===== src/rtl/dsd_pkg.sv =====
// rtl/dsd_pkg.sv - shared constants, store-entry type and FSM encoding for the store write-back stage
package dsd_pkg;

    localparam int DSD_DATA_WIDTH  = 8;
    localparam int DSD_MEM_SIZE    = 64;
    localparam int DSD_QUEUE_DEPTH = 4;

    function automatic int addr_width(input int size);
        return (size > 1) ? $clog2(size) : 1;
    endfunction

    localparam int DSD_AW = addr_width(DSD_MEM_SIZE);

    typedef struct packed {
        logic [DSD_AW-1:0]         addr;
        logic [DSD_DATA_WIDTH-1:0] data;
    } store_entry_t;

    typedef enum logic {
        ST_IDLE  = 1'b0,
        ST_DRAIN = 1'b1
    } state_e;

endpackage


===== src/rtl/store_queue.sv =====
// rtl/store_queue.sv - circular pending-store FIFO exposing every slot for address-match forwarding
module store_queue
    import dsd_pkg::*;
#(
    parameter int AW    = DSD_AW,
    parameter int DW    = DSD_DATA_WIDTH,
    parameter int DEPTH = DSD_QUEUE_DEPTH,
    localparam int PW   = $clog2(DEPTH),
    localparam int CW   = PW + 1
) (
    input  logic                      clk,
    input  logic                      reset,
    input  logic                      push,
    input  logic                      pop,
    input  logic [AW-1:0]             wr_addr,
    input  logic [DW-1:0]             wr_data,
    output logic [AW-1:0]             head_addr,
    output logic [DW-1:0]             head_data,
    output logic [CW-1:0]             count,
    output logic                      full,
    output logic                      empty,
    output logic [PW-1:0]             rd_ptr,
    output logic [DEPTH-1:0]          ent_valid,
    output logic [DEPTH-1:0][AW-1:0]  ent_addr,
    output logic [DEPTH-1:0][DW-1:0]  ent_data
);

    logic [DEPTH-1:0][AW-1:0] addr_q, addr_d;
    logic [DEPTH-1:0][DW-1:0] data_q, data_d;
    logic [PW-1:0]            rd_ptr_q, rd_ptr_d;
    logic [PW-1:0]            wr_ptr_q, wr_ptr_d;
    logic [CW-1:0]            count_q, count_d;
    logic                     do_push, do_pop;

    assign full  = (count_q == CW'(DEPTH));
    assign empty = (count_q == '0);

    always_comb begin
        do_push  = push && !full;
        do_pop   = pop && !empty;
        addr_d   = addr_q;
        data_d   = data_q;
        rd_ptr_d = rd_ptr_q;
        wr_ptr_d = wr_ptr_q;
        count_d  = count_q;
        if (do_push) begin
            addr_d[wr_ptr_q] = wr_addr;
            data_d[wr_ptr_q] = wr_data;
            wr_ptr_d         = wr_ptr_q + PW'(1);
        end
        if (do_pop) begin
            rd_ptr_d = rd_ptr_q + PW'(1);
        end
        case ({do_push, do_pop})
            2'b10:   count_d = count_q + CW'(1);
            2'b01:   count_d = count_q - CW'(1);
            default: count_d = count_q;
        endcase
    end

    always_ff @(posedge clk) begin
        if (reset) begin
            addr_q   <= '0;
            data_q   <= '0;
            rd_ptr_q <= '0;
            wr_ptr_q <= '0;
            count_q  <= '0;
        end else begin
            addr_q   <= addr_d;
            data_q   <= data_d;
            rd_ptr_q <= rd_ptr_d;
            wr_ptr_q <= wr_ptr_d;
            count_q  <= count_d;
        end
    end

    // A slot is live when its distance from the read pointer is below the count.
    always_comb begin
        logic [PW-1:0] offset;
        ent_valid = '0;
        offset    = '0;
        for (int i = 0; i < DEPTH; i++) begin
            offset       = PW'(i) - rd_ptr_q;
            ent_valid[i] = ({1'b0, offset} < count_q);
        end
    end

    assign head_addr = addr_q[rd_ptr_q];
    assign head_data = data_q[rd_ptr_q];
    assign count     = count_q;
    assign rd_ptr    = rd_ptr_q;
    assign ent_addr  = addr_q;
    assign ent_data  = data_q;

endmodule


===== src/rtl/store_handler.sv =====
// rtl/store_handler.sv - write-back stage: buffers ALU results and drains them to data memory on grant
module store_handler
    import dsd_pkg::*;
#(
    parameter int DATA_WIDTH       = 8,
    parameter int DATA_MEMORY_SIZE = 64,
    parameter int QUEUE_DEPTH      = 4,
    localparam int AW              = addr_width(DATA_MEMORY_SIZE),
    localparam int PW              = $clog2(QUEUE_DEPTH),
    localparam int CW              = PW + 1
) (
    input  logic                  clk,
    input  logic                  reset,
    input  logic                  enable,
    input  logic                  valid_in,
    input  logic [DATA_WIDTH-1:0] result_in,
    input  logic [AW-1:0]         dst_in,
    input  logic                  mem_grant,
    input  logic [AW-1:0]         chk_addr,
    output logic                  mem_we,
    output logic [AW-1:0]         mem_addr,
    output logic [DATA_WIDTH-1:0] mem_data,
    output logic                  chk_hit,
    output logic [DATA_WIDTH-1:0] chk_data,
    output logic                  full,
    output logic                  idle,
    output logic                  done,
    output logic                  overflow
);

    logic                               push_req, push_ok, pop_ok;
    logic [AW-1:0]                      head_addr;
    logic [DATA_WIDTH-1:0]              head_data;
    logic [CW-1:0]                      q_count;
    logic                               q_full, q_empty;
    logic [PW-1:0]                      q_rd_ptr;
    logic [QUEUE_DEPTH-1:0]             ent_valid;
    logic [QUEUE_DEPTH-1:0][AW-1:0]     ent_addr;
    logic [QUEUE_DEPTH-1:0][DATA_WIDTH-1:0] ent_data;

    state_e                state_q, state_d;
    logic                  mem_we_q, mem_we_d;
    logic [AW-1:0]         mem_addr_q, mem_addr_d;
    logic [DATA_WIDTH-1:0] mem_data_q, mem_data_d;
    logic                  last_issue_q, last_issue_d;
    logic                  done_q, done_d;
    logic                  overflow_q, overflow_d;

    assign push_req = enable && valid_in;
    assign push_ok  = push_req && !q_full;
    assign pop_ok   = mem_grant && !q_empty;

    store_queue #(
        .AW    (AW),
        .DW    (DATA_WIDTH),
        .DEPTH (QUEUE_DEPTH)
    ) u_queue (
        .clk       (clk),
        .reset     (reset),
        .push      (push_ok),
        .pop       (pop_ok),
        .wr_addr   (dst_in),
        .wr_data   (result_in),
        .head_addr (head_addr),
        .head_data (head_data),
        .count     (q_count),
        .full      (q_full),
        .empty     (q_empty),
        .rd_ptr    (q_rd_ptr),
        .ent_valid (ent_valid),
        .ent_addr  (ent_addr),
        .ent_data  (ent_data)
    );

    // done trails the final issue by one cycle, so it is staged through last_issue.
    always_comb begin
        state_d      = state_q;
        last_issue_d = 1'b0;
        done_d       = last_issue_q;
        mem_we_d     = pop_ok;
        mem_addr_d   = pop_ok ? head_addr : mem_addr_q;
        mem_data_d   = pop_ok ? head_data : mem_data_q;
        overflow_d   = overflow_q || (push_req && q_full);
        case (state_q)
            ST_IDLE: begin
                if (push_ok) begin
                    state_d = ST_DRAIN;
                end
            end
            ST_DRAIN: begin
                if (pop_ok && (q_count == CW'(1)) && !push_ok) begin
                    state_d      = ST_IDLE;
                    last_issue_d = 1'b1;
                end
            end
            default: state_d = ST_IDLE;
        endcase
    end

    always_ff @(posedge clk) begin
        if (reset) begin
            state_q      <= ST_IDLE;
            mem_we_q     <= 1'b0;
            mem_addr_q   <= '0;
            mem_data_q   <= '0;
            last_issue_q <= 1'b0;
            done_q       <= 1'b0;
            overflow_q   <= 1'b0;
        end else begin
            state_q      <= state_d;
            mem_we_q     <= mem_we_d;
            mem_addr_q   <= mem_addr_d;
            mem_data_q   <= mem_data_d;
            last_issue_q <= last_issue_d;
            done_q       <= done_d;
            overflow_q   <= overflow_d;
        end
    end

    // Walk entries oldest to youngest so the youngest match overrides; the
    // in-flight word only wins when no queued entry matches.
    always_comb begin
        logic [PW-1:0] idx;
        chk_hit  = 1'b0;
        chk_data = '0;
        idx      = '0;
        if (mem_we_q && (mem_addr_q == chk_addr)) begin
            chk_hit  = 1'b1;
            chk_data = mem_data_q;
        end
        for (int k = 0; k < QUEUE_DEPTH; k++) begin
            idx = q_rd_ptr + PW'(k);
            if (ent_valid[idx] && (ent_addr[idx] == chk_addr)) begin
                chk_hit  = 1'b1;
                chk_data = ent_data[idx];
            end
        end
    end

    assign mem_we   = mem_we_q;
    assign mem_addr = mem_addr_q;
    assign mem_data = mem_data_q;
    assign full     = q_full;
    assign idle     = q_empty && !mem_we_q;
    assign done     = done_q;
    assign overflow = overflow_q;

endmodule


===== config.mk =====
export PLATFORM = sky130hd
export DESIGN_NAME = store_handler
export DESIGN_NICKNAME = d
export VERILOG_FILES = /design/src/rtl/dsd_pkg.sv /design/src/rtl/store_queue.sv /design/src/rtl/store_handler.sv
export SDC_FILE = /design/constraint.sdc
export NUM_CORES = 1
export LEC_CHECK = 0
export ABC_CLOCK_PERIOD_IN_PS = 9320
export CAP_MARGIN = 10
export CORE_MARGIN = 4
export CORE_UTILIZATION = 55
export DETAILED_ROUTE_END_ITERATION = 10
export GPL_TIMING_DRIVEN = 0
export HOLD_SLACK_MARGIN = 0.05
export PLACE_DENSITY_LB_ADDON = 0.2
export SLEW_MARGIN = 30
export SYNTH_ARGS = -nofsm -noshare
export SYNTH_HDL_FRONTEND = slang
export SYNTH_SLANG_ARGS = --single-unit

===== constraint.sdc =====
create_clock -name clk -period 9.32 [get_ports clk]
set_input_delay 2.796 -clock clk [delete_from_list [all_inputs] [get_ports clk]]
set_output_delay 2.796 -clock clk [all_outputs]
set_load 0.01 [all_outputs]

# [Yosys cells after proc, flatten, opt, wreduce, memory -nomap -nowiden]
# Index checks and enable logic that the tools add are counted.
[totals] mem_count=0 mem_bits_ro=0 inputBits=25 regBits=82 latch_bits=0 mem_bits_rw=0
[classes] n_div=0 n_mul=0 n_bitwise=1 shifts=0 eq_ne=9 reduce_logical=23 addsub=10 n_mux=45 magnitude_cmp=10
[op_table] cell="$mux W8" n=10
[op_table] cell="$bmux W8 S2" n=4
[op_table] cell="$bmux W6 S2" n=4
[op_table] cell="$bwmux W32" n=1
[op_table] cell="$eq A6 B6 Y1" n=5
[op_table] cell="$mux W6" n=5
[op_table] cell="$bwmux W24" n=1
[op_table] cell="$demux W8 S2" n=1
[op_table] cell="$logic_and A1 B1 Y1" n=15
[op_table] cell="$lt A2 B3 Y1 const B" n=5
[op_table] cell="$demux W6 S2" n=1
[op_table] cell="$lt A2 B3 Y1" n=4
[op_table] cell="$mux W1" n=12
[op_table] cell="$bmux W1 S2" n=4
[op_table] cell="$pmux W3 S2" n=1
[op_table] cell="$add A2 B1 Y2 const B" n=2
[op_table] cell="$add A2 B2 Y2 const B" n=2
[op_table] cell="$logic_not A1 Y1" n=4
[op_table] cell="$sub A1 B2 Y2 const A" n=2
[op_table] cell="$sub A2 B2 Y2 const A" n=2
[op_table] cell="$add A3 B1 Y3 const B" n=1
[op_table] cell="$eq A3 B1 Y1 const B" n=1
[op_table] cell="$eq A3 B3 Y1 const B" n=1
[op_table] cell="$logic_not A3 Y1" n=1
[op_table] cell="other kinds (9)" n=9

# [Logic depth before layout (Yosys ltp)]
[logic_depth] word_depth=9 mapped_depth=13

# [Cells and area by module]
# Synthesis repeated with hierarchy kept, for this count alone.
[hier_totals] hier_cells=617 hier_area_um2=5945.7
[by_module_without_submodules] module="store_queue" cells_each=282 instances=1 area_each_um2=3126.7
[by_module_without_submodules] module="store_handler" cells_each=335 instances=1 area_each_um2=2819.0

# [Worst setup path before layout]
# No wires, ideal clock.
[synth_timing] kind="input -> output" startpoint="input chk_addr[2]" endpoint="output chk_data[5]" path_stages=8 required_time_ns=6.524 t_arrival_ns=4.770 slack_ns=1.754 path_cell_list="clkbuf_1 > or2_2 > mux2i_1 > o21ai_1 > or4_1 > nand2b_1 > clkbuf_1 > o311ai_1"
[synth_via] elab_chain_cells=7 elab_cells_between_ends=15 cone_classes="5 x eq/ne; 5 x mux; 5 x reduce/logical"
[synth_rtl] element="from (decl)" line_no="store_handler.sv:19" rtl="input logic [AW-1:0] chk_addr,"
[synth_rtl] element="$eq A6 B6 Y1" line_no="store_handler.sv:127" rtl="if (mem_we_q && (mem_addr_q == chk_addr)) begin"
[synth_rtl] element="$logic_and A1 B1 Y1" line_no="store_handler.sv:127"
[synth_rtl] element="$mux W8" line_no="store_handler.sv:127"
[synth_rtl] element="$mux W8 (3 in a row)" line_no="store_handler.sv:133" rtl="if (ent_valid[idx] && (ent_addr[idx] == chk_addr)) begin"
[synth_rtl] element="$mux W8 *" line_no="store_handler.sv:133"
[synth_rtl] element="to (decl)" line_no="store_handler.sv:24" rtl="output logic [DATA_WIDTH-1:0] chk_data,"
# Every way passes the cells marked *; elsewhere a longest branch is shown, timed or not.

# [Worst setup path after layout]
# Ends and elaborated chain as after synthesis.

==> flow_summary.json <==
{
  "outcome": "completed",
  "die_x_microns": 106,
  "clk_latency_ns": 0.36,
  "synth.most_common_cell": "nand2_1",
  "first_pass_iters": 5,
  "routabilityCongestion": 0.915,
  "crit_required_ns": 6.52,
  "ios": 53,
  "ys_seq_elements": 82,
  "ys_seq_area_share_pct": 31.2,
  "drive_above_1_share_pct": 10.2,
  "areaGrowthSynthToFinish_pct": 15.6,
  "syn-cell-area_sq_um": 5260,
  "clock_path_buffers": 2,
  "cts_root_buffer": "clkbuf_8",
  "synth_top_area_share_pct": 31.2,
  "reg2reg_depth": 9,
  "grt.total_usage_pct": 28.0,
  "num-fill-cells": 840,
  "worstHoldPathType": "reg2reg",
  "reg2reg_to": "u_queue.ent_data[4]",
  "hold_path_depth": 1,
  "p_leak_uw": 0.00194,
  "ys_types": 42,
  "dominantRegCellSynth": "dfxtp_1",
  "drv_slew": 0,
  "cp_max_fo": 8,
  "port-buffer-count": 45,
  "timing.critical_path.cells": "clkbuf_1 -> or2_2 -> mux2i_1 -> o21ai_1 -> or4_1 -> nand2b_1 -> clkbuf_1 -> o311ai_1 -> clkdlybuf4s50_1",
  "rows": 35,
  "final-hold-violation-count": 0,
  "dp_hpwl_microns": 11700,
  "power_uw": 1160,
  "vias": 5025,
  "avgSynthCellArea_sq_um": 7.90,
  "netlist_instances": 666,
  "whs_endpoint": "done",
  "synthTopCellsByArea": "dfxtp_1 31%, nand2_1 12%, a21oi_1 9.4%, mux4_2 7.7%, mux2i_1 6.7%",
  "vdd_drop_max_uv": 133,
  "fin_skew_ns": 0.00989,
  "grt_pass1_wl_microns": 25000,
  "worst_pin_slew_ns": 0.840,
  "crit_top_cell": "clkbuf_1",
  "worstReg2RegStart": "u_queue.count[0]",
  "cts_resized": 0,
  "synth_xor_area_share_pct": 5.49,
  "fin_setup_tns_ns": 0,
  "overflow": 0,
  "synthSimpleGateAreaFrac_pct": 21.6,
  "setup_viol_count_final": 0,
  "muxShareOfSynthArea_pct": 18.2,
  "synth_top_cell_by_area": "dfxtp_1",
  "diodes": 0,
  "synthAdderAreaFrac_pct": 3.09,
  "synth-edff-count": 0,
  "cp_slowest_stage_delay_ns": 0.63,
  "core-area_sq_um": 9280,
  "post_cts_buffers": 0,
  "nets": 760,
  "max-slew-margin-rel_pct": 43.5,
  "crit_arrival_ns": 5.66,
  "finalCritPeriodShare_pct": 90.7,
  "max_freq_mhz": 118,
  "hp-start": "done_d",
  "cts_hold_buf": 0,
  "worst_setup_path_end_kind": "primary output",
  "p_per_area_nw_per_um2": 191,
  "grt_start_max_net_pins": 16,
  "wl_microns": 15300,
  "clk_pin_slew_ns": 0.10,
  "drt-wirelength-per-cell_microns": 17.9,
  "antenna_found_initial": 0,
  "die-height_microns": 106,
  "cts_buffers": 9,
  "rsz0062_at_grt": "no",
  "final_antenna_net_count": 0,
  "synth_compound_area_share_pct": 15.6,
  "cts_sinks": 82,
  "vias_per_cell": 5.87,
  "cp-start-kind": "input pin",
  "drt-initial-drc-count": 436,
  "min_period_ns": 8.46,
  "rrSetupSlack_ns": 6.24,
  "slowest_stage": "or4_1",
  "synth_fp_nets": 704,
  "cts_htree_levels": 3,
  "worst-setup-path-type": "in2out",
  "ys.warnings.count": 0,
  "drc": 0,
  "cts_tree": "built",
  "grt_pass1_vias": 4886,
  "synthTopCellsByCount": "162 x nand2_1, 99 x a21oi_1, 82 x dfxtp_1",
  "drv_cap": 0,
  "start_util_pct": 56.7,
  "dieArea_sq_um": 11200,
  "synth_top_family_by_area": "simple AND/OR/NAND/NOR gates",
  "synth_async_sr_flop_share_pct": 0
}
==> how the worst max path moves through the flow <==
stage	start	end	slack (ns)	cells past startpoint
2_1_floorplan	chk_addr[2]	chk_data[5]	1.75	8
3_3_place_gp	chk_addr[0]	chk_data[5]	0.95	9
3_5_place_dp	chk_addr[2]	chk_data[5]	0.87	9
4_1_cts	chk_addr[2]	chk_data[5]	0.87	9
5_1_grt	chk_addr[0]	chk_data[5]	0.68	9
6_report	chk_addr[2]	chk_data[5]	0.86	9
==> sequential cells by signal (all words and copies together) (netlist names) <==
name / cells
mem_data: 8
u_queue.count: 3
done_d: 1
done: 1
mem_we: 1
overflow: 1
mem_addr: 6
u_queue.ent_addr: 24
state_q: 1
u_queue.rd_ptr: 2
u_queue.ent_data: 32
u_queue.wr_ptr_q: 2
==> worst max-delay path, delay by kind of cell <==
family          cells  cell delay, ns
simple gates        3            1.16
buf+inv             3            1.01
mux                 1            0.15
compound gates      2            0.55
==> area by class of cell <==
| type | count | area (sq um) | share of cell area (%) |
|---|---|---|---|
| multi-input combinational | 526 | 3380 | 55.5 |
| sequential | 82 | 1640 | 27.0 |
| timing repair buffer | 45 | 450 | 7.41 |
| buffer | 49 | 215 | 3.54 |
| tap | 129 | 161 | 2.65 |
| clock buffer | 10 | 128 | 2.10 |
| clock inverter | 6 | 73.8 | 1.21 |
| inverter | 9 | 33.8 | 0.556 |
==> power breakdown <==
group / leakage, uW / total, uW / internal [uW] / switching [uW]
logic: 0.00118 / 489 / 194 / 295
clock network: 0.0000954 / 275 / 128 / 147
registers: 0.000664 / 397 / 373 / 23.5
==> kinds of logic after synthesis <==
group	after synthesis
buffers and inverters	58
adder cells (fa/ha/maj)	13
multiplexers	71
AO/OA/AOI/OAI	145
flip-flops	82
AND/OR/NAND/NOR	264
XOR/XNOR	33
==> placed cells by master, fill, tap and decap left out, types with 8 or more instances in the layout <==
cell	synthesis	final
clkbuf_8	0	9
o211ai_1	9	9
clkbuf_1	35	36
a31oi_1	8	8
nand2_1	162	162
a21oi_1	99	99
clkdlybuf4s50_1	0	45
dfxtp_1	82	82
mux2i_1	35	35
o21ai_0	11	11
mux2_2	18	18
or2_2	11	11
nor2_1	45	45
xnor2_1	27	27
mux4_2	18	18
ha_1	13	13
nor4_1	11	10
==> metrics by stage <==
step / cell area (sq um) / util, % / setup slack [ns] / hold slack [ns] / std cells
floorplan: 5260 / - / 1.75 / 0.414 / 666
global placement: 5870 / 63.2 / 0.948 / 0.427 / 840
detailed placement: 5880 / 63.3 / 0.870 / 0.449 / 840
CTS: 6080 / 65.5 / 0.870 / 0.464 / 856
global route: 6080 / 65.5 / 0.681 / 0.483 / 856
finish: 6080 / 65.5 / 0.863 / 0.465 / 856
==> per-layer routing <==
layer / wire (microns) / track usage, % / up-vias / part of all wire, %
met5: 0 / 0 / - / 0
met4: 149 / 6.66 / 0 / 0.97
met3: 1380 / 5.51 / 14 / 9.0
met2: 7110 / 45.4 / 228 / 46
met1: 6710 / 38.4 / 2356 / 44
li1: - / - / 2427 / -
(Power assumes the default switching activity.)
